### config.mk
export PLATFORM = sky130hd
export DESIGN_NAME = adsr_env_ctrl
export DESIGN_NICKNAME = d
export VERILOG_FILES = /design/src/rtl/adsr_env_ctrl.sv
export SDC_FILE = /design/constraint.sdc
export NUM_CORES = 1
export LEC_CHECK = 0
export CORE_MARGIN = 10
export CORE_UTILIZATION = 56
export CTS_CLUSTER_SIZE = 8
export DETAILED_ROUTE_END_ITERATION = 10
export GPL_ROUTABILITY_DRIVEN = 0
export MAX_ROUTING_LAYER = met4
export PLACE_DENSITY = 0.79
export SETUP_SLACK_MARGIN = 0.05
export SLEW_MARGIN = 20
export SYNTH_ARGS = -nofsm -noshare
export SYNTH_HDL_FRONTEND = slang
export SYNTH_SLANG_ARGS = --single-unit
### constraint.sdc
create_clock -name clk -period 2.85 [get_ports clk]
set_input_delay 0.4275 -clock clk [delete_from_list [all_inputs] [get_ports clk]]
set_output_delay 0.4275 -clock clk [all_outputs]
set_load 0.01 [all_outputs]
### src/rtl/adsr_env_ctrl.sv
// ADSR envelope controller: turns note_on/note_off events into an 8-bit
// linear gain ramp that advances on codec sample ticks.
module adsr_env_ctrl #(
  parameter int A_DIV       = 19,
  parameter int D_DIV       = 19,
  parameter int R_DIV       = 19,
  parameter int SUSTAIN_LVL = 192
) (
  input  logic       clk,
  input  logic       reset,
  input  logic       sample_tick,
  input  logic       note_on,
  input  logic       note_off,
  output logic [7:0] env_gain,
  output logic [2:0] env_state,
  output logic       env_active,
  output logic       env_done
);

  typedef enum logic [2:0] {
    IDLE    = 3'd0,
    ATTACK  = 3'd1,
    DECAY   = 3'd2,
    SUSTAIN = 3'd3,
    RELEASE = 3'd4
  } state_e;

  localparam logic [15:0] A_LAST = 16'(A_DIV - 1);
  localparam logic [15:0] D_LAST = 16'(D_DIV - 1);
  localparam logic [15:0] R_LAST = 16'(R_DIV - 1);
  localparam logic [7:0]  SUS    = 8'(SUSTAIN_LVL);

  state_e      state_q, state_d;
  logic [7:0]  gain_q, gain_d;
  logic [15:0] div_q, div_d;
  logic        done_q, done_d;
  logic        active_q, active_d;
  logic [15:0] div_last;
  logic        step;
  logic        rel_ok;

  always_comb begin
    state_d  = state_q;
    gain_d   = gain_q;
    div_d    = div_q;
    done_d   = 1'b0;
    div_last = '0;
    unique case (state_q)
      ATTACK:  div_last = A_LAST;
      DECAY:   div_last = D_LAST;
      RELEASE: div_last = R_LAST;
      default: div_last = '0;
    endcase
    step   = sample_tick && (div_q == div_last);
    rel_ok = (state_q == ATTACK) || (state_q == DECAY) ||
             (state_q == SUSTAIN);

    if (note_on) begin
      // retrigger keeps the current gain so the ramp stays click-free
      state_d = ATTACK;
      div_d   = '0;
    end else if (note_off && rel_ok) begin
      state_d = RELEASE;
      div_d   = '0;
    end else begin
      unique case (state_q)
        ATTACK: begin
          if (gain_q == 8'hff) begin
            state_d = (SUS == 8'hff) ? SUSTAIN : DECAY;
            div_d   = '0;
          end else if (step) begin
            div_d  = '0;
            gain_d = gain_q + 8'd1;
          end else if (sample_tick) begin
            div_d = div_q + 16'd1;
          end
        end
        DECAY: begin
          if (gain_q <= SUS) begin
            state_d = SUSTAIN;
            div_d   = '0;
          end else if (step) begin
            div_d  = '0;
            gain_d = gain_q - 8'd1;
          end else if (sample_tick) begin
            div_d = div_q + 16'd1;
          end
        end
        RELEASE: begin
          if (gain_q == 8'h00) begin
            state_d = IDLE;
            div_d   = '0;
            done_d  = 1'b1;
          end else if (step) begin
            div_d  = '0;
            gain_d = gain_q - 8'd1;
          end else if (sample_tick) begin
            div_d = div_q + 16'd1;
          end
        end
        default: div_d = '0;
      endcase
    end
    active_d = (state_d != IDLE);
  end

  always_ff @(posedge clk) begin
    if (reset) begin
      state_q  <= IDLE;
      gain_q   <= '0;
      div_q    <= '0;
      done_q   <= 1'b0;
      active_q <= 1'b0;
    end else begin
      state_q  <= state_d;
      gain_q   <= gain_d;
      div_q    <= div_d;
      done_q   <= done_d;
      active_q <= active_d;
    end
  end

  assign env_gain   = gain_q;
  assign env_state  = state_q;
  assign env_active = active_q;
  assign env_done   = done_q;

endmodule

==> results.yml, run 1 <==
worst_setup_path:
  crit_chain: "xor2_1 -> nand2b_1 -> inv_2 -> ha_1 -> a21oi_1 -> o2111ai_1 -> a2111o_1 -> a211o_1 -> o211ai_2"
  crit_family: "compound AO/OA/AOI/OAI gates"
  cpMaxStageDelayCell: "a2111o_1"
  cp-start-kind: "flip-flop"
  slowest_delay_ns: 0.44
  required_ns: 3.11
  worstSetupPathType: "reg2reg"
  path_max_fanout: 9
  worst-path-buf-inv: 1
  worstPathArrival_ns: 2.88
  end_kind: "flip-flop"
logic_synthesis:
  synth_edf_count: 0
  synth_top_flop_cell: "dfxtp_1"
  synth_top_area_share_pct: 32.6
  syn_avg_cell_area_um2: 8.41
  synthCells: 212
  async_flop_share_pct: 0
  synthMostInstantiatedCell: "nor2_1"
  synth_common_cells: "33 x nor2_1, 29 x dfxtp_1, 11 x nand3_1, 11 x xor2_1"
  yosysWarnings: 0
  synth_cell_types: 54
  yosysTopAreaCell: "dfxtp_1"
  ys_ff_latch: 29
  synthTopCellsByArea: "dfxtp_1 33%, nor2_1 6.9%, xor2_1 5.4%, ha_1 4.9%, xnor2_1 3.9%"
  syn_area_um2: 1780
  synth_seq_area_share_pct: 32.6
  syn-num-nets: 225
timing:
  drv_slew: 0
  rsz0062_at_grt: "no"
  period_needed_ns: 2.62
  setup_viol: 0
  fmax_ghz: 0.382
  setup-tns-final_ns: 0
  finalHoldViolations: 0
  post-route-worst-setup-slack_ns: 0.234
  finalCritPeriodShare_pct: 91.8
  slew_headroom_pct: 55.7
  worst_pin_slew_ns: 0.663
  skew_ns: 0.00582
  whs_ns: 0.536
cells_and_area:
  syn2layout_area_growth_pct: 14.4
  final_area_um2: 2040
  fillers: 271
  diodes: 0
  multi_input_area_um2: 1140
  fin_nets: 246
  drive_gt1_share_pct: 10.7
  seqCellArea_um2: 582
global_routing:
  grt_use_total_pct: 14.8
  antenna_found_initial: 0
  grt-ovfl-total: 0
  grt_max_degree: 17
  grt_pass1_vias: 1604
  grt_pass1_wl_um: 7120
cts:
  hold_buffers: 0
  htree_levels: 2
  clock_path_buffers: 2
  clk_pin_slew_worst_paths_ns: 0.09
  cts_tree: "yes"
  cts-root-buf: "clkbuf_4"
  clock_latency_ns: 0.33
  cts.sinks: 29
  cts_made_buffers: 5
routing:
  viasPerCell: 6.00
  drc: 0
  post_drt_wl_per_cell_um: 15.2
  wl_um: 4240
  first_pass_iters: 4
  num_vias: 1668
  ant_nets: 0
  drtIter0Drc: 85
floorplanning:
  die_y_um: 76.4
  fp.coreArea_um2: 3050
  die-area_um2: 5840
  start_util_pct: 58.4
  num_rows: 20
  ios: 18
  die_w_um: 76.4
placed_design:
  place_area_um2: 1990
  pre_cts_slack_ns: 0.0891
  dp_hpwl_um: 3180
  io_buffers: 17
job:
  cap_violations: 0
power:
  p_int_w: 0.000526
  p_sw_w: 0.000179
  p_seq_share_pct: 58.2
  comb_power_share_pct: 7.7
  power-per-cell-area_nw_per_um2: 346
  vdd_drop_max_v: 0.000244
  p_leak_nw: 0.718
  p_clk_share_pct: 34.1
  switching_share_pct: 25.4
outcome:
  status: "finished clean"
hold_path:
  hold_class: "reg2reg"
-- cell usage in the layout, fill, tap and decap left out, types with 5 or more instances in the layout --
cell / instances
nand3_1: 11
xor2_1: 11
clkbuf_4: 5
nand2_1: 7
nand4_1: 10
ha_1: 7
nor3_1: 8
clkdlybuf4s50_1: 17
a21oi_1: 10
nor2_1: 33
o21ai_0: 9
xnor2_1: 8
dfxtp_1: 28
-- per-stage QoR --
| step | utilization (%) | cells | power [W] |
|---|---|---|---|
| finish | 66.8 | 278 | 0.000705 |
| global route | 66.8 | 278 | 0.000733 |
| CTS | 66.8 | 278 | 0.000704 |
| detailed placement | 65.1 | 270 | 0.000473 |
| global placement | 65.1 | 270 | 0.000472 |
| floorplan | - | 212 | 0.000453 |
-- power groups by stage --
| stage | Clock [W] | Combinational (W) | Sequential [W] |
|---|---|---|---|
| 2_1_floorplan | 0 | 0.0000328 | 0.000421 |
| 3_3_place_gp | 0 | 0.0000519 | 0.000420 |
| 3_5_place_dp | 0 | 0.0000528 | 0.000420 |
| 4_1_cts | 0.000240 | 0.0000532 | 0.000410 |
| 5_1_grt | 0.000263 | 0.0000591 | 0.000411 |
| 6_report | 0.000241 | 0.0000542 | 0.000410 |
-- worst paths after layout --
check                                from                        to  slack [ns]  depth (start not counted)
setup reg to reg  env_state[1]$_SDFF_PP0_  env_gain[7]$_SDFFE_PP0P_        0.23                          9
hold / removal       div_q[15]$_SDFF_PP0_      div_q[15]$_SDFF_PP0_        0.54                          2
hold reg to reg      div_q[15]$_SDFF_PP0_      div_q[15]$_SDFF_PP0_        0.54                          2
setup / recovery  env_state[1]$_SDFF_PP0_  env_gain[7]$_SDFFE_PP0P_        0.23                          9
-- area by class of cell --
class / instances / area share, %
timing repair buffer: 20 / 9.45
sequential: 29 / 28.5
inverter: 5 / 0.920
multi-input combinational: 172 / 55.9
tap: 44 / 2.70
clock inverter: 2 / 0.491
clock buffer: 6 / 2.02
-- metal layers --
layer	part of all wire [%]	vias to the layer above	wire, um	GRT usage [%]
li1	-	825	-	-
met1	45	775	1910	17.6
met2	46	56	1960	22.4
met3	6.1	12	260	3.42
met4	2.5	0	106	8.55
met5	0	-	0	-
-- cell families (layout without fill, tap and decap cells) --
group / Yosys count / in the layout / synth area share, %
fa+ha+maj: 8 / 8 / 6.03
compound gates: 45 / 45 / 17.6
flops: 29 / 29 / 32.6
simple gates: 98 / 98 / 29.8
mux: 2 / 2 / 1.12
xor+xnor: 19 / 19 / 9.33
buf+inv: 11 / 33 / 3.51
-- tightest hold or removal path: cells and delay by family, from the launching register on --
family	cells	cell delay (ns)
flip-flops	1	0.35
AND/OR/NAND/NOR	1	0.08
XOR/XNOR	1	0.07
-- state kept, by name, summed over array words and instances (netlist names) --
register    cells
env_active      1
env_state       3
div_q          16
env_gain        8
env_done        1
-- timing repair --
| action | CTS | global route |
|---|---|---|
| buffers inserted | 0 | 0 |
| resized for setup | 0 | 2 |
| setup endpoints to repair | 0 | 2 |
No activity file was read; power rests on OpenSTA's default activity.
==> inputs of run 2 (changes only) <==
REMOVE_ABC_BUFFERS = 1   (was not set)
==> results.yml, run 2 (synthesized netlist as in run 1, its figures left out) <==
outcome:
  status: "finished clean"
floorplanning:
  die-area_um2: 5840
  start_util_pct: 58.4
  fp.coreArea_um2: 3050
  num_rows: 20
  die_y_um: 76.4
  die_w_um: 76.4
  ios: 18
timing:
  skew_ns: 0.0125
  setup-tns-final_ns: 0
  setup_viol: 0
  drv_slew: 0
  fmax_ghz: 0.391
  whs_ns: 0.549
  finalCritPeriodShare_pct: 89.8
  finalHoldViolations: 0
  post-route-worst-setup-slack_ns: 0.291
  slew_headroom_pct: 54.5
  rsz0062_at_grt: "no"
  period_needed_ns: 2.56
  worst_pin_slew_ns: 0.680
power:
  switching_share_pct: 24.6
  vdd_drop_max_v: 0.000365
  p_int_w: 0.000525
  p_clk_share_pct: 33.5
  p_sw_w: 0.000171
  p_seq_share_pct: 58.9
  power-per-cell-area_nw_per_um2: 343
  comb_power_share_pct: 7.6
  p_leak_nw: 0.713
cells_and_area:
  top_register: "div_q"
  final_util_pct: 66.6
  drive_gt1_share_pct: 10.3
  final_common_cell: "nor2_1"
  layout_common_cells: "33 x nor2_1, 28 x dfxtp_1, 17 x clkdlybuf4s50_1, 11 x xor2_1, 11 x nand3_1"
  fin_nets: 245
  diodes: 0
  fillers: 274
  largest_reg_flops: 16
  syn2layout_area_growth_pct: 14.0
global_routing:
  grt_pass1_wl_um: 6730
  grt_max_degree: 17
  grt_use_total_pct: 13.9
  grt_pass1_vias: 1524
  antenna_found_initial: 0
  grt-ovfl-total: 0
cts:
  clock_path_buffers: 2
  cts_setup_buffers: 0
  cts-root-buf: "clkbuf_4"
  cts_tree: "yes"
  clk_pin_slew_worst_paths_ns: 0.10
  htree_levels: 2
  cts_made_buffers: 5
  clock_latency_ns: 0.32
  cts.sinks: 29
  hold_buffers: 0
worst_setup_path:
  worst-path-buf-inv: 1
  slowest_delay_ns: 0.44
  path_max_fanout: 9
  crit_family: "compound AO/OA/AOI/OAI gates"
  required_ns: 3.10
  worstPathArrival_ns: 2.81
  end_kind: "flip-flop"
  cpMaxStageDelayCell: "dfxtp_2"
  worstSetupPathType: "reg2reg"
  cp-start-kind: "flip-flop"
  crit_chain: "xor2_1 -> nand2b_1 -> inv_2 -> ha_1 -> a21oi_1 -> o2111ai_1 -> a2111o_1 -> a211o_1 -> o211ai_2"
routing:
  wl_um: 4020
  num_vias: 1635
  first_pass_iters: 4
  ant_nets: 0
  drc: 0
  drtIter0Drc: 107
  viasPerCell: 5.90
  post_drt_wl_per_cell_um: 14.5
placed_design:
  pre_cts_slack_ns: 0.172
  dp_hpwl_um: 3040
  io_buffers: 17
job:
  cap_violations: 0
hold_path:
  hold_class: "reg2reg"
==> run 2: cell types whose count changed in the layout (fill, tap and decap cells not counted), sizes merged <==
cell  change
buf       -1
==> run 2: path summary, 6_finish.rpt <==
path,to,depth (start not counted),slack [ns],startpoint
max,env_gain[7]$_SDFFE_PP0P_,9,0.29,env_state[1]$_SDFF_PP0_
max reg2reg,env_gain[7]$_SDFFE_PP0P_,9,0.29,env_state[1]$_SDFF_PP0_
min reg2reg,div_q[15]$_SDFF_PP0_,2,0.55,div_q[15]$_SDFF_PP0_
min,div_q[15]$_SDFF_PP0_,2,0.55,div_q[15]$_SDFF_PP0_
==> run 2: what timing repair did <==
item | CTS | global route
gates resized for setup | 0 | 2
hold endpoints to repair | 0 | 0
setup endpoints to repair | 0 | 2
==> run 2: per-layer routing <==
metal / global-route usage (%) / wire length (um) / up-vias
met5: - / 0 / -
met4: 4.46 / 57 / 0
met3: 4.25 / 176 / 6
met2: 21.8 / 1890 / 32
met1: 16.6 / 1890 / 772
li1: - / - / 825
==> run 2: layout make-up <==
class | instances | area (um^2) | share of cell area [%]
Sequential cell | 29 | 582 | 28.6
Clock buffer | 6 | 41.3 | 2.03
Timing Repair Buffer | 19 | 185 | 9.11
Tap cell | 44 | 55.1 | 2.71
Inverter | 5 | 18.8 | 0.924
Multi-Input combinational cell | 172 | 1140 | 56.1
Clock inverter | 2 | 10.0 | 0.493
==> run 2: through the flow <==
step / cells / total power, W / area (um^2)
global route: 277 / 0.000729 / 2030
global placement: 269 / 0.000470 / 1980
finish: 277 / 0.000697 / 2030
floorplan: 206 / 0.000447 / 1740
detailed placement: 269 / 0.000472 / 1980
CTS: 277 / 0.000703 / 2030
==> run 2: power groups by stage <==
stage | sequential (W) | combinational (W) | clock (W)
4_1_cts | 0.000410 | 0.0000524 | 0.000240
5_1_grt | 0.000411 | 0.0000578 | 0.000260
3_3_place_gp | 0.000420 | 0.0000505 | 0
3_5_place_dp | 0.000420 | 0.0000521 | 0
6_report | 0.000410 | 0.0000529 | 0.000233
2_1_floorplan | 0.000421 | 0.0000262 | 0
==> run 2: worst register-to-register path, delay by kind of cell, from the launching register on <==
kind | cells | cell delay [ns]
compound gates | 5 | 1.30
flops | 1 | 0.44
fa+ha+maj | 1 | 0.25
xor+xnor | 1 | 0.21
buf+inv | 1 | 0.16
simple gates | 1 | 0.14
==> inputs of run 3 (changes only) <==
ABC_AREA = 1   (was not set)
CORE_UTILIZATION = 57   (was 56)
REMOVE_ABC_BUFFERS = not set   (was 1)
==> results.yml, run 3 <==
hold_path:
  hold_path_startpoint: "div_q[12]$_SDFF_PP0_"
  min_to: "div_q[12]$_SDFF_PP0_"
  hold_class: "reg2reg"
  hold_depth: 2
floorplanning:
  die_y_um: 77.9
  die-area_um2: 6070
  ios: 18
  start_util_pct: 61.1
  die_w_um: 77.9
  num_rows: 20
  fp.coreArea_um2: 3130
outcome:
  status: "finished clean"
global_routing:
  grt-ovfl-total: 0
  grt_max_degree: 15
  antenna_found_initial: 0
  grt_pass1_vias: 1678
  grt_use_total_pct: 14.0
  grt_pass1_wl_um: 7050
placed_design:
  dp_hpwl_um: 3040
  io_buffers: 17
  pre_cts_slack_ns: 0.630
  place_area_um2: 2100
job:
  cap_violations: 0
worst_setup_path:
  worstPathArrival_ns: 2.43
  rrSetupSlack_ns: 0.64
  crit_top_cell: "nor2_1"
  worstSetupPathType: "reg2reg"
  reg2reg_to: "env_gain[5]$_SDFFE_PP0P_"
  crit_chain: "nor2_1 -> nand2_1 -> nand2_1 -> ha_1 -> a21oi_1 -> nor2_1 -> nor2_1 -> o21ai_0 -> xor2_1 -> nor2_1 -> nor2_1"
  worst-path-buf-inv: 0
  cpMaxStageDelayCell: "dfxtp_1"
  cp-start-kind: "flip-flop"
  crit_family: "simple AND/OR/NAND/NOR gates"
  worstReg2RegStart: "env_state[1]$_SDFF_PP0_"
  path_max_fanout: 8
  worstSetupPathDepth: 11
  ff2ff_path_depth: 11
  required_ns: 3.07
  slowest_delay_ns: 0.43
  end_kind: "flip-flop"
cells_and_area:
  final_common_cell: "nand2_1"
  fillers: 292
  top_register: "div_q"
  drive_gt1_share_pct: 15.1
  layout_common_cells: "69 x nand2_1, 44 x nor2_1, 30 x inv_1, 29 x dfxtp_1, 17 x clkdlybuf4s50_1"
  fin_nets: 319
  final_area_um2: 2150
  final_util_pct: 68.6
  largest_reg_flops: 16
  seqCellArea_um2: 581
  syn2layout_area_growth_pct: 12.2
  diodes: 0
  multi_input_area_um2: 1140
routing:
  drc: 0
  post_drt_wl_per_cell_um: 11.2
  num_vias: 1772
  viasPerCell: 5.08
  wl_um: 3920
  drtIter0Drc: 85
  first_pass_iters: 4
  ant_nets: 0
logic_synthesis:
  yosysTopAreaCell: "dfxtp_1"
  syn-num-nets: 298
  synth_cell_types: 29
  syn_avg_cell_area_um2: 6.71
  ys_ff_latch: 29
  synth_seq_area_share_pct: 30.4
  synth_edf_count: 0
  synth_top_area_share_pct: 30.4
  yosysWarnings: 0
  syn_area_um2: 1910
  synthTopCellsByArea: "dfxtp_1 30%, nand2_1 14%, nor2_1 8.6%, inv_1 5.9%, xor2_1 5.5%"
  synth_common_cells: "69 x nand2_1, 44 x nor2_1, 30 x inv_1"
  synth_top_flop_cell: "dfxtp_1"
  synthCells: 285
  synthMostInstantiatedCell: "nand2_1"
  async_flop_share_pct: 0
cts:
  cts_setup_buffers: 0
  clock_path_buffers: 2
  cts-root-buf: "clkbuf_4"
  hold_buffers: 0
  clock_latency_ns: 0.33
  clk_pin_slew_worst_paths_ns: 0.09
  cts.sinks: 29
  cts_made_buffers: 5
  htree_levels: 2
  cts_tree: "yes"
  cts_resized: 0
timing:
  skew_ns: 0.00867
  slew_headroom_pct: 74.7
  setup-tns-final_ns: 0
  finalCritPeriodShare_pct: 77.4
  post-route-worst-setup-slack_ns: 0.645
  fmax_ghz: 0.453
  rsz0062_at_grt: "no"
  setup_viol: 0
  drv_slew: 0
  worst_pin_slew_ns: 0.378
  period_needed_ns: 2.21
  finalHoldViolations: 0
power:
  p_leak_nw: 0.965
  power-per-cell-area_nw_per_um2: 324
  finalPower_w: 0.000695
  vdd_drop_max_v: 0.000253
## run 3: cell types whose count changed after synthesis, sizes merged, moves of 4 or more
cell,before,now
inv,5,41
nor2,33,59
o21ai,12,5
nand2b,4,0
or4,4,0
xnor2,8,3
nand3,12,21
nand2,7,75
## run 3: area by class of cell
| type | instances | area share, % |
|---|---|---|
| Multi-Input combinational cell | 212 | 53.3 |
| Sequential cell | 29 | 27.1 |
| Tap cell | 44 | 2.57 |
| Clock inverter | 1 | 0.233 |
| Inverter | 41 | 7.17 |
| Clock buffer | 5 | 1.75 |
| Timing Repair Buffer | 17 | 7.93 |
## run 3: cells by family after synthesis
logic type | count (synthesis) | synth area share [%]
DFF | 29 | 30.4
buffers and inverters | 44 | 9.82
and+or+nand+nor | 174 | 43.0
adders and majority gates | 8 | 5.63
xor gates and xnor gates | 15 | 6.87
AOI/OAI and AO/OA | 15 | 4.32
## run 3: how the worst max path moves through the flow
stage	slack (ns)	to	from
3_5_place_dp	0.63	env_gain[1]$_SDFFE_PP0P_	sample_tick
4_1_cts	0.67	env_gain[5]$_SDFFE_PP0P_	env_state[1]$_SDFF_PP0_
6_report	0.64	env_gain[5]$_SDFFE_PP0P_	env_state[1]$_SDFF_PP0_
3_3_place_gp	0.67	env_gain[1]$_SDFFE_PP0P_	sample_tick
2_1_floorplan	0.90	env_gain[5]$_SDFFE_PP0P_	env_state[2]$_SDFF_PP0_
5_1_grt	0.45	env_gain[5]$_SDFFE_PP0P_	env_state[1]$_SDFF_PP0_
## run 3: through the flow
stage,instances,hold slack [ns]
6_report,349,0.501
5_1_grt,349,0.538
4_1_cts,349,0.506
3_5_place_dp,343,0.493
3_3_place_gp,343,0.481
2_1_floorplan,285,0.464
## run 3: per-layer routing
metal / share of wire [%] / routed length, um / vias to the layer above / global-route usage, %
met5: 0 / 0 / - / -
met4: 0.84 / 33 / 0 / 3.76
met3: 5.8 / 228 / 4 / 4.49
met2: 50 / 1960 / 40 / 23.7
met1: 43 / 1710 / 789 / 15.4
li1: - / - / 939 / -
## run 3: power by group
group          switching, W  internal, W  total (W)
logic             0.0000366    0.0000250  0.0000616
clock network      0.000137    0.0000853   0.000222
registers        0.00000251     0.000409   0.000411
total              0.000176     0.000519   0.000695
## run 3: worst register-to-register path, cell delays in order (launching register included)
cell and delay [ns]:
dfxtp_1 0.43, nor2_1 0.06, nand2_1 0.15, nand2_1 0.25, ha_1 0.43, a21oi_1 0.21
nor2_1 0.08, nor2_1 0.09, o21ai_0 0.10, xor2_1 0.15, nor2_1 0.09, nor2_1 0.05
